$ cat src/rtl/chunk_scheduler.sv
// Ping-pong chunk sequencer for one compute unit: steers load beats into the free
// bank, launches compute on the full bank and reports job completion.
module chunk_scheduler #(
    parameter int WR_DAT_CYC_NUM   = 4,
    parameter int RD_SPARSEMAP_NUM = 8,
    parameter int CHUNK_CNT_W      = 8,
    localparam int WC_W = $clog2(WR_DAT_CYC_NUM),
    localparam int SM_W = $clog2(RD_SPARSEMAP_NUM)
) (
    input  logic                   clk_i,
    input  logic                   rst_i,
    input  logic                   cfg_valid_i,
    output logic                   cfg_ready_o,
    input  logic [CHUNK_CNT_W-1:0] cfg_chunk_num_i,
    input  logic [SM_W-1:0]        cfg_rd_sparsemap_num_i,
    input  logic                   ld_valid_i,
    output logic                   ld_ready_o,
    output logic                   wr_valid_o,
    output logic [WC_W-1:0]        wr_count_o,
    output logic                   wr_sel_o,
    output logic                   rd_sel_o,
    output logic                   run_valid_o,
    output logic                   chunk_start_o,
    output logic [SM_W-1:0]        rd_sparsemap_num_o,
    input  logic                   chunk_end_i,
    output logic                   busy_o,
    output logic                   done_o
);

    typedef enum logic {S_IDLE = 1'b0, S_ACTIVE = 1'b1} top_state_t;
    typedef enum logic {R_IDLE = 1'b0, R_RUN = 1'b1} rd_state_t;

    top_state_t             top_state_r, top_state_s;
    rd_state_t              rd_state_r, rd_state_s;
    logic [CHUNK_CNT_W-1:0] chunk_num_r, chunk_num_s;
    logic [CHUNK_CNT_W-1:0] loaded_r, loaded_s;
    logic [CHUNK_CNT_W-1:0] finished_r, finished_s;
    logic [SM_W-1:0]        sm_num_r, sm_num_s;
    logic [1:0]             full_r, full_s;
    logic [WC_W-1:0]        wr_count_r, wr_count_s;
    logic                   wr_sel_r, wr_sel_s;
    logic                   rd_sel_r, rd_sel_s;
    logic                   done_r, done_s;

    logic active_s, cfg_fire_s, wr_fire_s, last_beat_s, end_fire_s, last_chunk_s;
    logic ld_ready_s, chunk_start_s;

    // Handshake qualifiers and combinational datapath controls
    always_comb begin
        active_s      = (top_state_r == S_ACTIVE);
        cfg_fire_s    = cfg_valid_i & ~active_s;
        ld_ready_s    = active_s & ~full_r[wr_sel_r] & (loaded_r < chunk_num_r);
        wr_fire_s     = ld_valid_i & ld_ready_s;
        last_beat_s   = wr_fire_s & (wr_count_r == WC_W'(WR_DAT_CYC_NUM - 1));
        chunk_start_s = active_s & (rd_state_r == R_IDLE) & full_r[rd_sel_r];
        // chunk_end only counts while a chunk is actually running
        end_fire_s    = active_s & (rd_state_r == R_RUN) & chunk_end_i;
        last_chunk_s  = end_fire_s & ((finished_r + CHUNK_CNT_W'(1)) == chunk_num_r);
    end

    // Next-state for both FSMs, bank flags and counters
    always_comb begin
        top_state_s = top_state_r;
        rd_state_s  = rd_state_r;
        chunk_num_s = chunk_num_r;
        loaded_s    = loaded_r;
        finished_s  = finished_r;
        sm_num_s    = sm_num_r;
        full_s      = full_r;
        wr_count_s  = wr_count_r;
        wr_sel_s    = wr_sel_r;
        rd_sel_s    = rd_sel_r;
        done_s      = 1'b0;

        if (last_beat_s) begin
            full_s[wr_sel_r] = 1'b1;
            wr_count_s       = '0;
            wr_sel_s         = ~wr_sel_r;
            loaded_s         = loaded_r + CHUNK_CNT_W'(1);
        end else if (wr_fire_s) begin
            wr_count_s = wr_count_r + WC_W'(1);
        end else begin
            wr_count_s = wr_count_r;
        end

        // Release of the running bank may coincide with a fill of the other bank
        if (end_fire_s) begin
            full_s[rd_sel_r] = 1'b0;
            rd_sel_s         = ~rd_sel_r;
            finished_s       = finished_r + CHUNK_CNT_W'(1);
        end else begin
            finished_s = finished_s;
        end

        case (top_state_r)
            S_IDLE: begin
                if (cfg_fire_s) begin
                    if (cfg_chunk_num_i == '0) begin
                        done_s = 1'b1;
                    end else begin
                        top_state_s = S_ACTIVE;
                        chunk_num_s = cfg_chunk_num_i;
                        sm_num_s    = cfg_rd_sparsemap_num_i;
                        loaded_s    = '0;
                        finished_s  = '0;
                    end
                end else begin
                    top_state_s = S_IDLE;
                end
            end
            S_ACTIVE: begin
                if (last_chunk_s) begin
                    top_state_s = S_IDLE;
                    done_s      = 1'b1;
                end else begin
                    top_state_s = S_ACTIVE;
                end
            end
            default: top_state_s = S_IDLE;
        endcase

        case (rd_state_r)
            R_IDLE: begin
                if (chunk_start_s) begin
                    rd_state_s = R_RUN;
                end else begin
                    rd_state_s = R_IDLE;
                end
            end
            R_RUN: begin
                if (end_fire_s) begin
                    rd_state_s = R_IDLE;
                end else begin
                    rd_state_s = R_RUN;
                end
            end
            default: rd_state_s = R_IDLE;
        endcase
    end

    // State register with synchronous reset
    always_ff @(posedge clk_i) begin
        if (rst_i) begin
            top_state_r <= S_IDLE;
            rd_state_r  <= R_IDLE;
            chunk_num_r <= '0;
            loaded_r    <= '0;
            finished_r  <= '0;
            sm_num_r    <= '0;
            full_r      <= 2'b00;
            wr_count_r  <= '0;
            wr_sel_r    <= 1'b0;
            rd_sel_r    <= 1'b0;
            done_r      <= 1'b0;
        end else begin
            top_state_r <= top_state_s;
            rd_state_r  <= rd_state_s;
            chunk_num_r <= chunk_num_s;
            loaded_r    <= loaded_s;
            finished_r  <= finished_s;
            sm_num_r    <= sm_num_s;
            full_r      <= full_s;
            wr_count_r  <= wr_count_s;
            wr_sel_r    <= wr_sel_s;
            rd_sel_r    <= rd_sel_s;
            done_r      <= done_s;
        end
    end

    assign cfg_ready_o        = ~active_s;
    assign ld_ready_o         = ld_ready_s;
    assign wr_valid_o         = wr_fire_s;
    assign wr_count_o         = wr_count_r;
    assign wr_sel_o           = wr_sel_r;
    assign rd_sel_o           = rd_sel_r;
    assign chunk_start_o      = chunk_start_s;
    assign run_valid_o        = chunk_start_s | (rd_state_r == R_RUN);
    assign rd_sparsemap_num_o = sm_num_r;
    assign busy_o             = active_s;
    assign done_o             = done_r;

endmodule

$ cat config.mk
export PLATFORM = sky130hd
export DESIGN_NAME = chunk_scheduler
export DESIGN_NICKNAME = d
export VERILOG_FILES = /design/src/rtl/chunk_scheduler.sv
export SDC_FILE = /design/constraint.sdc
export NUM_CORES = 1
export LEC_CHECK = 0
export CORE_MARGIN = 1.5
export CORE_UTILIZATION = 53
export CTS_CLUSTER_DIAMETER = 120
export DETAILED_ROUTE_END_ITERATION = 6
export GPL_TIMING_DRIVEN = 0
export PLACE_DENSITY = 0.78
export SLEW_MARGIN = 20
export SYNTH_ARGS = -nofsm -noshare
export SYNTH_HDL_FRONTEND = slang
export SYNTH_SLANG_ARGS = --single-unit
$ cat constraint.sdc
create_clock -name clk_i -period 3 [get_ports clk_i]
set_clock_uncertainty 0.05 [all_clocks]
set_input_delay 0.9 -clock clk_i [delete_from_list [all_inputs] [get_ports clk_i]]
set_output_delay 0.9 -clock clk_i [all_outputs]
set_load 0.02 [all_outputs]
* Word-level counts from Yosys, hierarchy flattened
Cells that the tools add are included.
** Storage, ports and cells
- Register bits :: 36
- Input bits :: 16
- Output and inout bits :: 14
- Word-level logic and storage cells :: 75
** Operators by class
- Add/sub/neg operators :: 3
- Order comparisons :: 5
- Eq/ne operators :: 2
- Muxes and demuxes :: 29
- Bitwise operators :: 20
- Reductions and logical operators :: 5
** Operator list (count)
- 2-to-1 mux 8 bit :: 8
- adder 8 x 1 -> 8 bit (second input constant) :: 2
- 2-to-1 mux 1 bit :: 14
- AND 1 bit :: 10
- == test 8 bit :: 1
- zero test 8 bit :: 1
- < comparator 8 bit :: 1
- NOT 1 bit :: 6
- one-hot mux 1 bit (2 select lines) :: 3
- < comparator 1 x 2 -> 1 bit (second input constant) :: 2
- 2-to-1 mux 2 bit :: 2
- AND reduction 3 bit :: 1
- adder 2 x 1 -> 2 bit (second input constant) :: 1
- AND 2 bit :: 1
- demux 1 bit (select 1 bit) :: 2
- == test 2 bit (second input constant) :: 1
- greater-or-equal comparator 1 bit (second input constant) :: 2
- logical AND 1 bit :: 2
- NOT 2 bit :: 1
- bitwise OR 2 bit :: 1
- OR reduction 2 bit :: 1
- bitwise OR 1 bit :: 1

* Logic depth before layout (Yosys ltp)
Gate-level depths: netlist of run 1.
- Depth in word-level cells :: 11
- Mapped depth :: 9
- Mapped depth without buffers :: 8

* Worst setup path before layout of run 1
OpenSTA, ideal clock, no wires.
- Path type :: reg2out
- Start :: register top_state_r (netlist: busy_o)
- End :: output run_valid_o
- Arrival :: 1619 ps
- Required time :: 2050 ps
- Slack :: 431 ps
- Cell stages (with the launch flop) :: 4
- Path buffers :: 0
- Cells stage by stage :: dfxtp_1 > inv_1 > nor3_1 > or2_2
** On the way
- Word-level cells in the longest chain between the ends :: 3
** RTL lines
- from (decl) :: line 33 : top_state_t top_state_r, top_state_s;
- from (signal assigned) :: line 156 : top_state_r <= top_state_s;
- AND 1 bit (2 in a row) :: line 55 : chunk_start_s = active_s & (rd_state_r == R_IDLE) & full_r[rd_sel_r];
- named net chunk_start_o :: line 23 : output logic chunk_start_o,
- bitwise OR 1 bit :: line 177 : assign run_valid_o = chunk_start_s | (rd_state_r == R_RUN);
- to (decl) :: line 22 : output logic run_valid_o,
The timed path passes the listed nets, and every way through them passes these cells.

* Worst setup path in the final report of run 1
- Start :: register loaded_r[1]
- End :: output wr_valid_o
** On the way
- Word-level cells in the longest chain between the ends :: 3
** RTL lines
- from (decl) :: line 36 : logic [CHUNK_CNT_W-1:0] loaded_r, loaded_s;
- from (signal assigned) :: line 159 : loaded_r <= loaded_s;
- < comparator 8 bit :: line 52 : ld_ready_s = active_s & ~full_r[wr_sel_r] & (loaded_r < chunk_num_r);
- AND 1 bit :: line 52
- AND 1 bit :: line 53 : wr_fire_s = ld_valid_i & ld_ready_s;
- to (decl) :: line 18 : output logic wr_valid_o,
Every way passes these cells.

==> results_tabular.tex, run 1 <==
\begin{tabular}{lr}
\hline
Metric & Value \\
\hline
\multicolumn{2}{l}{\textbf{Global routing}} \\
Global-route wire length before repair & 7270 um \\
Initial antenna violation count & 0 \\
Maximum number of pins on one net before global-route repair & 12 \\
Number of global-route vias before repair & roughly 1600 \\
Global router's overall resource usage & 23.3\% \\
Overall overflow remaining after global route & 0 \\
\multicolumn{2}{l}{\textbf{Floorplan}} \\
Row cnt & 21 \\
Die outline area & 4020 sq um \\
Core Area & 3420 sq um \\
Width of the die & $\sim$63 um \\
Number of top-level pins & 30 \\
Vert. Die Dim & 63.4 um \\
Starting density of the core & 56.7\% \\
\multicolumn{2}{l}{\textbf{Clocking}} \\
CTS tree & yes \\
CTS Root Buffer Type & clkbuf\_4 \\
Max clock buf depth & 2 \\
Number of buffers inserted by hold repair at cts & 0 \\
Sink Count & 36 \\
TritonCTS Buffers & 5 \\
Worst skew pair latency & 340 ps \\
Clock-pin transition on the worst setup and hold timing paths & between 100 and 150 ps \\
Clock H-tree levels & 2 \\
\multicolumn{2}{l}{\textbf{Finish}} \\
Area added between synthesis and finish & 24.2\% \\
Share of post-route cells with drive strength above 1 & under 10\% \\
Antenna diodes & 0 \\
Layout net count & 288 \\
Most used cells in the layout excluding fill and tap cells & nor2\_1, dfxtp\_1, clkdlybuf4s50\_1 \\
\multicolumn{2}{l}{\textbf{Worst hold path}} \\
Hold Crit Class & reg2reg \\
Endpoint of the worst hold path & wr\_count\_o[1]\$\_SDFFE\_PP0P\_ \\
Worst Hold Depth & 2 \\
Startpoint of the worst hold path & wr\_count\_o[1]\$\_SDFFE\_PP0P\_ \\
\multicolumn{2}{l}{\textbf{Timing}} \\
Setup repair after global routing missed its margin & true \\
Period Utilization, post-route & 96.9\% \\
Remaining max-slew budget at the tightest pin & 70.0\% \\
Final max-slew violation count & 0 \\
Final setup violation count & 0 \\
Endpoints failing hold & 0 \\
Worst Max-Slew Pin Slew & 449 ps \\
Final WS setup & 93.8 ps \\
Setup TNS & 0 ps \\
Achievable frequency & between 300 and 400 MHz \\
Min Clock Period, post-route & between 2000 and 3000 ps \\
\multicolumn{2}{l}{\textbf{Worst setup path}} \\
Crit path required time & 2050 ps \\
Crit-path slowest cell & dfxtp\_1 \\
Logic depth of the worst register-to-register path & 8 \\
Cell breakdown of the critical path & ha\_1 > a211o\_1 > a21oi\_4 > o211ai\_1 > inv\_1 > clkdlybuf4s15\_2 \\
Critical path endpoint category & output pin \\
Setup Crit Path Kind & reg2out \\
Combined buffer and inverter count along the critical path & 2 \\
Delay of the slowest critical-path stage & around 440 ps \\
Crit path max-delay family & compound AO/OA/AOI/OAI gates \\
Critical path arrival & just under 2000 ps \\
RR Startpoint & chunk\_num\_r[5]\$\_SDFFE\_PP0P\_ \\
Critical path peak fanout & 5 \\
Worst R2R Setup Slack & 760 ps \\
Endpoint of the lowest-slack register-to-register path & loaded\_r[5]\$\_SDFF\_PP0\_ \\
Element type at the critical path start & register \\
\multicolumn{2}{l}{\textbf{Yosys}} \\
Most used flip-flop cell after synthesis & dfxtp\_1 \\
Proportion of synthesized chip area in sequential cells & 37.2\% \\
Count of yosys warnings during synthesis & 0 \\
Number of synthesized flops with an enable pin & 0 \\
Syn\_area\_per\_cell & 8.60 sq um \\
Synthesized net count & approximately 250 \\
FF+latch count, synth & 36 \\
Count of unique library cells instantiated by Yosys & 42 \\
Area fraction of the dominant cell type after synthesis & 37.2\% \\
Total standard cell area after synthesis & 1940 sq um \\
Post-synthesis cell type with the largest combined area & dfxtp\_1 \\
Post-synth ARST share & 0\% \\
Largest cells by area after synthesis & dfxtp\_1, mux2i\_1, nor2\_1 \\
Mapped Cells & about 230 \\
\multicolumn{2}{l}{\textbf{Outcome}} \\
Run status & complete, no violations \\
\multicolumn{2}{l}{\textbf{Placed design}} \\
Post-DP HPWL & 3160 um \\
Port Buffer Count & 29 \\
Post-Place Worst Slack & -189 ps \\
Last weighted congestion value of the routability-driven placer & 0.853 \\
\multicolumn{2}{l}{\textbf{Drt}} \\
Detailed Route WL & $\sim$4300 um \\
WL/cell & 13.8 um \\
Antenna violation net count after detailed routing & 0 \\
DRT iter0 DRCs & 96 \\
Per-cell via count in the routed design & 5.39 \\
Number of iterations in the first detailed-routing pass & 4 \\
DRC violations left & 0 \\
Number of vias in the routed layout & 1666 \\
\multicolumn{2}{l}{\textbf{Pwr}} \\
Lkg Pwr & $\sim$0.00091 uW \\
Cell area power density & 426 nW/um\^{}2 \\
Maximum VDD drop & 0.306 mV \\
\multicolumn{2}{l}{\textbf{Flow run}} \\
Max-cap violation count & 0 \\
\hline
\end{tabular}
[tightest hold or removal path, delay by kind of cell (launching register included)]
| family | cells | cell delay (ps) |
|---|---|---|
| AOI/OAI and AO/OA | 1 | 50 |
| DFF | 1 | 340 |
| and+or+nand+nor | 1 | 60 |
[synth_stat cells, types with 2 or more instances]
master and n:
dfxtp_1 36, nor2_1 34, a21oi_1 14, mux2i_1 14, inv_1 13, nand2_1 13
xnor2_1 11, ha_1 10, nand3_1 9, xor2_1 7, clkbuf_1 6, or3_1 5
or4_1 5, nand4_1 4, nor3_1 4, o21a_1 4, o21ai_0 4, buf_2 3
and3_1 2, buf_6 2, nor2b_1 2, o211ai_1 2, o31ai_1 2
[how the worst max path moves through the flow]
stage	startpoint	slack [ps]	cells after the start	endpoint
4_1_cts	busy_o$_SDFF_PP0_	30	4	run_valid_o
3_5_place_dp	ld_valid_i	-190	4	wr_valid_o
5_1_grt	chunk_num_r[5]$_SDFFE_PP0P_	-20	6	wr_valid_o
6_report	loaded_r[1]$_SDFF_PP0_	90	6	wr_valid_o
3_3_place_gp	ld_valid_i	-170	4	wr_valid_o
2_1_floorplan	busy_o$_SDFF_PP0_	430	3	run_valid_o
[final cells by class]
| type | count | area (sq um) |
|---|---|---|
| Timing Repair Buffer | 30 | 294 |
| Sequential cell | 36 | 727 |
| Tap cell | 46 | 57.6 |
| Buffer | 11 | 60.1 |
| Multi-Input combinational cell | 165 | 1120 |
| Fill cell | 288 | 1010 |
| Clock buffer | 7 | 65.1 |
| Clock inverter | 1 | 30.0 |
| Inverter | 13 | 48.8 |
[through the flow]
| stage | util [%] | cells | hold WS (ps) | total power [uW] | cell area, sq um |
|---|---|---|---|---|---|
| floorplan | - | 225 | 406 | 590 | 1940 |
| global placement | 66.8 | 300 | 415 | 642 | 2280 |
| detailed placement | 66.8 | 300 | 424 | 645 | 2280 |
| CTS | 69.9 | 309 | 447 | 1030 | 2390 |
| global route | 70.4 | 309 | 473 | 1060 | 2400 |
| finish | 70.4 | 309 | 442 | 1020 | 2400 |
[kinds of logic after synthesis]
kind of cell	count (synthesis)	share of synthesized area (%)
flops	36	37.2
compound gates	36	12.4
fa+ha+maj	10	6.46
simple gates	86	21.7
mux	14	7.24
xor+xnor	19	9.31
buf+inv	24	5.62
[registers in the layout, indices dropped and copies added, names as in the netlist]
signal,count
done_o,1
wr_sel_o,1
full_r,2
finished_r,8
wr_count_o,2
busy_o,1
rd_sparsemap_num_o,3
rd_state_r,1
chunk_num_r,8
rd_sel_o,1
loaded_r,8
[power by group]
group | switching [uW] | internal [uW] | total, uW
Clock | 166 | 221 | 388
Combinational | 65.1 | 68.0 | 133
Sequential | 12.8 | 490 | 503
[repair_timing]
item / CTS / global route
setup endpoints to repair: 2 / 3
pin swaps: 1 / 1
gates resized for setup: 6 / 6
setup buffers: 1 / 0
[metal layers]
| layer | track usage (%) | vias to the layer above | wire length, um |
|---|---|---|---|
| met4 | 10.1 | 0 | 77 |
| met5 | 0 | - | 0 |
| met1 | 29.1 | 770 | 2070 |
| met3 | 5.18 | 7 | 172 |
| li1 | - | 856 | - |
| met2 | 38.4 | 33 | 1930 |
Note: power is estimated with default switching activity, not from simulation.
==> run 2: changes to the inputs <==
--- a/config.mk
+++ b/config.mk
@@ -5,12 +5,11 @@
 export SDC_FILE = /design/constraint.sdc
 export NUM_CORES = 1
 export LEC_CHECK = 0
-export CORE_MARGIN = 1.5
 export CORE_UTILIZATION = 53
 export CTS_CLUSTER_DIAMETER = 120
 export DETAILED_ROUTE_END_ITERATION = 6
 export GPL_TIMING_DRIVEN = 0
-export PLACE_DENSITY = 0.78
+export PLACE_DENSITY = 0.76
 export SLEW_MARGIN = 20
 export SYNTH_ARGS = -nofsm -noshare
 export SYNTH_HDL_FRONTEND = slang
==> run 2 against run 1 <==
Largest power group unchanged; total power is 12% lower; register-to-register slack better by 40 ps; via count up 2.0%; sequential share of layout area is 0.44 points higher; final cell count grew 0.97%.
==> results_tabular.tex, run 2 (same netlist as run 1, synthesis figures left out) <==
\begin{tabular}{lr}
\hline
Metric & Value \\
\hline
\multicolumn{2}{l}{\textbf{Timing}} \\
Worst Max-Slew Pin Slew & 466 ps (was 449 ps) \\
Hold slack & 448 ps (was 442 ps) \\
Endpoints failing hold & 0 (unchanged) \\
Remaining max-slew budget at the tightest pin & 68.9\% (was 70.0\%) \\
Final setup violation count & 0 (unchanged) \\
Min Clock Period, post-route & 2930 ps (was 2910 ps) \\
Final max-slew violation count & 0 (unchanged) \\
Period Utilization, post-route & 97.6\% (was 96.9\%) \\
Achievable frequency & 341 MHz (was 344 MHz) \\
Final WS setup & 71.4 ps (was 93.8 ps) \\
\multicolumn{2}{l}{\textbf{Flow run}} \\
Max-cap violation count & 0 (unchanged) \\
\multicolumn{2}{l}{\textbf{Worst setup path}} \\
Element type at the critical path start & register (unchanged) \\
Setup Crit Path Kind & reg2out (unchanged) \\
Critical path peak fanout & 5 (unchanged) \\
Crit path required time & 2050 ps (about the same) \\
Critical path endpoint category & output pin (unchanged) \\
Critical path arrival & 1980 ps (was 1960 ps) \\
\multicolumn{2}{l}{\textbf{Global routing}} \\
Global-route wire length before repair & 6950 um (was 7270 um) \\
Initial antenna violation count & 0 (unchanged) \\
Overall overflow remaining after global route & 0 (unchanged) \\
Global router's overall resource usage & 22.8\% (was 23.3\%) \\
Maximum number of pins on one net before global-route repair & 13 (was 12) \\
Number of global-route vias before repair & 1584 (was 1589) \\
\multicolumn{2}{l}{\textbf{Outcome}} \\
Run status & complete, no violations (unchanged) \\
\multicolumn{2}{l}{\textbf{Drt}} \\
DRC violations left & 0 (unchanged) \\
Number of iterations in the first detailed-routing pass & 4 (unchanged) \\
Number of vias in the routed layout & 1700 (was 1666) \\
Per-cell via count in the routed design & 5.45 (was 5.39) \\
DRT iter0 DRCs & 116 (was 96) \\
Antenna violation net count after detailed routing & 0 (unchanged) \\
WL/cell & 13.0 um (was 13.8 um) \\
Detailed Route WL & 4050 um (was 4260 um) \\
\multicolumn{2}{l}{\textbf{Clocking}} \\
Clock H-tree levels & 2 (unchanged) \\
TritonCTS Buffers & 5 (unchanged) \\
Clock-pin transition on the worst setup and hold timing paths & 120 ps (was 110 ps) \\
CTS tree & yes (unchanged) \\
CTS Root Buffer Type & clkbuf\_4 (unchanged) \\
Max clock buf depth & 2 (unchanged) \\
Number of buffers inserted by hold repair at cts & 0 (unchanged) \\
Worst skew pair latency & 350 ps (was 340 ps) \\
Sink Count & 36 (unchanged) \\
\multicolumn{2}{l}{\textbf{Finish}} \\
Layout net count & 291 (was 288) \\
Fillers & 290 (was 288) \\
Post-Route Utilization & 69.6\% (was 70.4\%) \\
Share of post-route cells with drive strength above 1 & 10.2\% (was 9.13\%) \\
Top flop regs & chunk\_num\_r x8, finished\_r x8, loaded\_r x8 (unchanged) \\
Most common cell after layout, fill and taps aside & nor2\_1 \\
Area added between synthesis and finish & 22.8\% (was 24.2\%) \\
Most used cells in the layout excluding fill and tap cells & nor2\_1, dfxtp\_1, clkdlybuf4s50\_1 (unchanged) \\
Antenna diodes & 0 (unchanged) \\
\multicolumn{2}{l}{\textbf{Placed design}} \\
Last weighted congestion value of the routability-driven placer & 0.801 (was 0.853) \\
Post-Place Worst Slack & -174 ps (was -189 ps) \\
Post-DP HPWL & 2980 um (was 3160 um) \\
Port Buffer Count & 29 (unchanged) \\
\multicolumn{2}{l}{\textbf{Pwr}} \\
Cell area power density & 380 nW/um\^{}2 (was 426 nW/um\^{}2) \\
Lkg Pwr & 0.000914 uW (was 0.000908 uW) \\
Maximum VDD drop & 0.302 mV (was 0.306 mV) \\
\multicolumn{2}{l}{\textbf{Worst hold path}} \\
Hold Crit Class & reg2reg (unchanged) \\
\multicolumn{2}{l}{\textbf{Floorplan}} \\
Number of top-level pins & 30 (unchanged) \\
Core Area & 3420 sq um (unchanged) \\
Row cnt & 21 (unchanged) \\
Starting density of the core & 56.7\% (unchanged) \\
Vert. Die Dim & 62.4 um (was 63.4 um) \\
Die outline area & 3900 sq um (was 4020 sq um) \\
Width of the die & 62.4 um (was 63.4 um) \\
\hline
\end{tabular}
## run 2: changes by cell type in the layout (fill, tap and decap cells not counted), moves of 2 or more
| cell | before | now |
|---|---|---|
| buf_4 | 1 | 4 |
| clkbuf_8 | 2 | 0 |
| clkinv_2 | 0 | 2 |
| dfxtp_1 | 33 | 31 |
| dfxtp_2 | 2 | 4 |
## run 2: per-layer routing
layer / vias to the layer above / wire length (um) / track usage (%)
met1: 773 / 2020 / 30.3
met5: - / 0 / 0
li1: 874 / - / -
met3: 10 / 191 / 4.56
met2: 43 / 1740 / 34.9
met4: 0 / 110 / 11.9
## run 2: where the power goes
part | leakage (uW) | internal [uW] | switching, uW | total (uW)
combinational | 0.000585 | 71.2 | 65.1 | 136
clock | 0.0000349 | 89.9 | 175 | 265
sequential | 0.000294 | 490 | 11.9 | 502
total | 0.000914 | 651 | 252 | 903
## run 2: worst paths after layout
kind / start / endpoint / slack [ps] / cells after the start
worst max register to register: chunk_num_r[7]$_SDFFE_PP0P_ / loaded_r[5]$_SDFF_PP0_ / 800 / 8
worst min register to register: wr_count_o[0]$_SDFFE_PP0P_ / wr_count_o[0]$_SDFFE_PP0P_ / 450 / 2
worst max-delay path: rd_sel_o$_SDFFE_PP0P_ / run_valid_o / 70 / 4
worst min-delay path: wr_count_o[0]$_SDFFE_PP0P_ / wr_count_o[0]$_SDFFE_PP0P_ / 450 / 2
## run 2: stage by stage
stage,setup TNS (ps),instance area [sq um],instances,power (uW)
finish,0,2380,312,903
global route,-36.6,2380,312,943
CTS,0,2350,309,910
detailed placement,-174,2280,300,644
global placement,-168,2280,300,642
floorplan,0,1940,225,590
## run 2: final cells by class
type                            count  area [sq um]  share of cell area, %
Clock inverter                      3          18.8                  0.789
Inverter                           13          48.8                   2.05
Buffer                             11          60.1                   2.53
Timing Repair Buffer               33           314                   13.2
Clock buffer                        5          37.5                   1.58
Sequential cell                    36           729                   30.7
Multi-Input combinational cell    165          1110                   46.7
Tap cell                           46          57.6                   2.42
## run 2: worst max-delay path, cell delays in order (launching register included)
cell             delay (ps)
dfxtp_1                 450
mux2i_1                 280
nor3_2                   80
or2_2                   280
clkdlybuf4s50_1         540
## run 2: what timing repair did
item | CTS | global route
endpoints found under the setup margin | 2 | 3
resized for setup | 5 | 7
pin swaps | 1 | 2
buffers inserted | 1 | 3
==> run 3: changes to the inputs <==
--- a/config.mk
+++ b/config.mk
@@ -5,6 +5,7 @@
 export SDC_FILE = /design/constraint.sdc
 export NUM_CORES = 1
 export LEC_CHECK = 0
+export CAP_MARGIN = 0
 export CORE_UTILIZATION = 53
 export CTS_CLUSTER_DIAMETER = 120
 export DETAILED_ROUTE_END_ITERATION = 6
==> results of run 3 <==
Same layout as run 2: the final DEF is identical, and so are final timing and power.
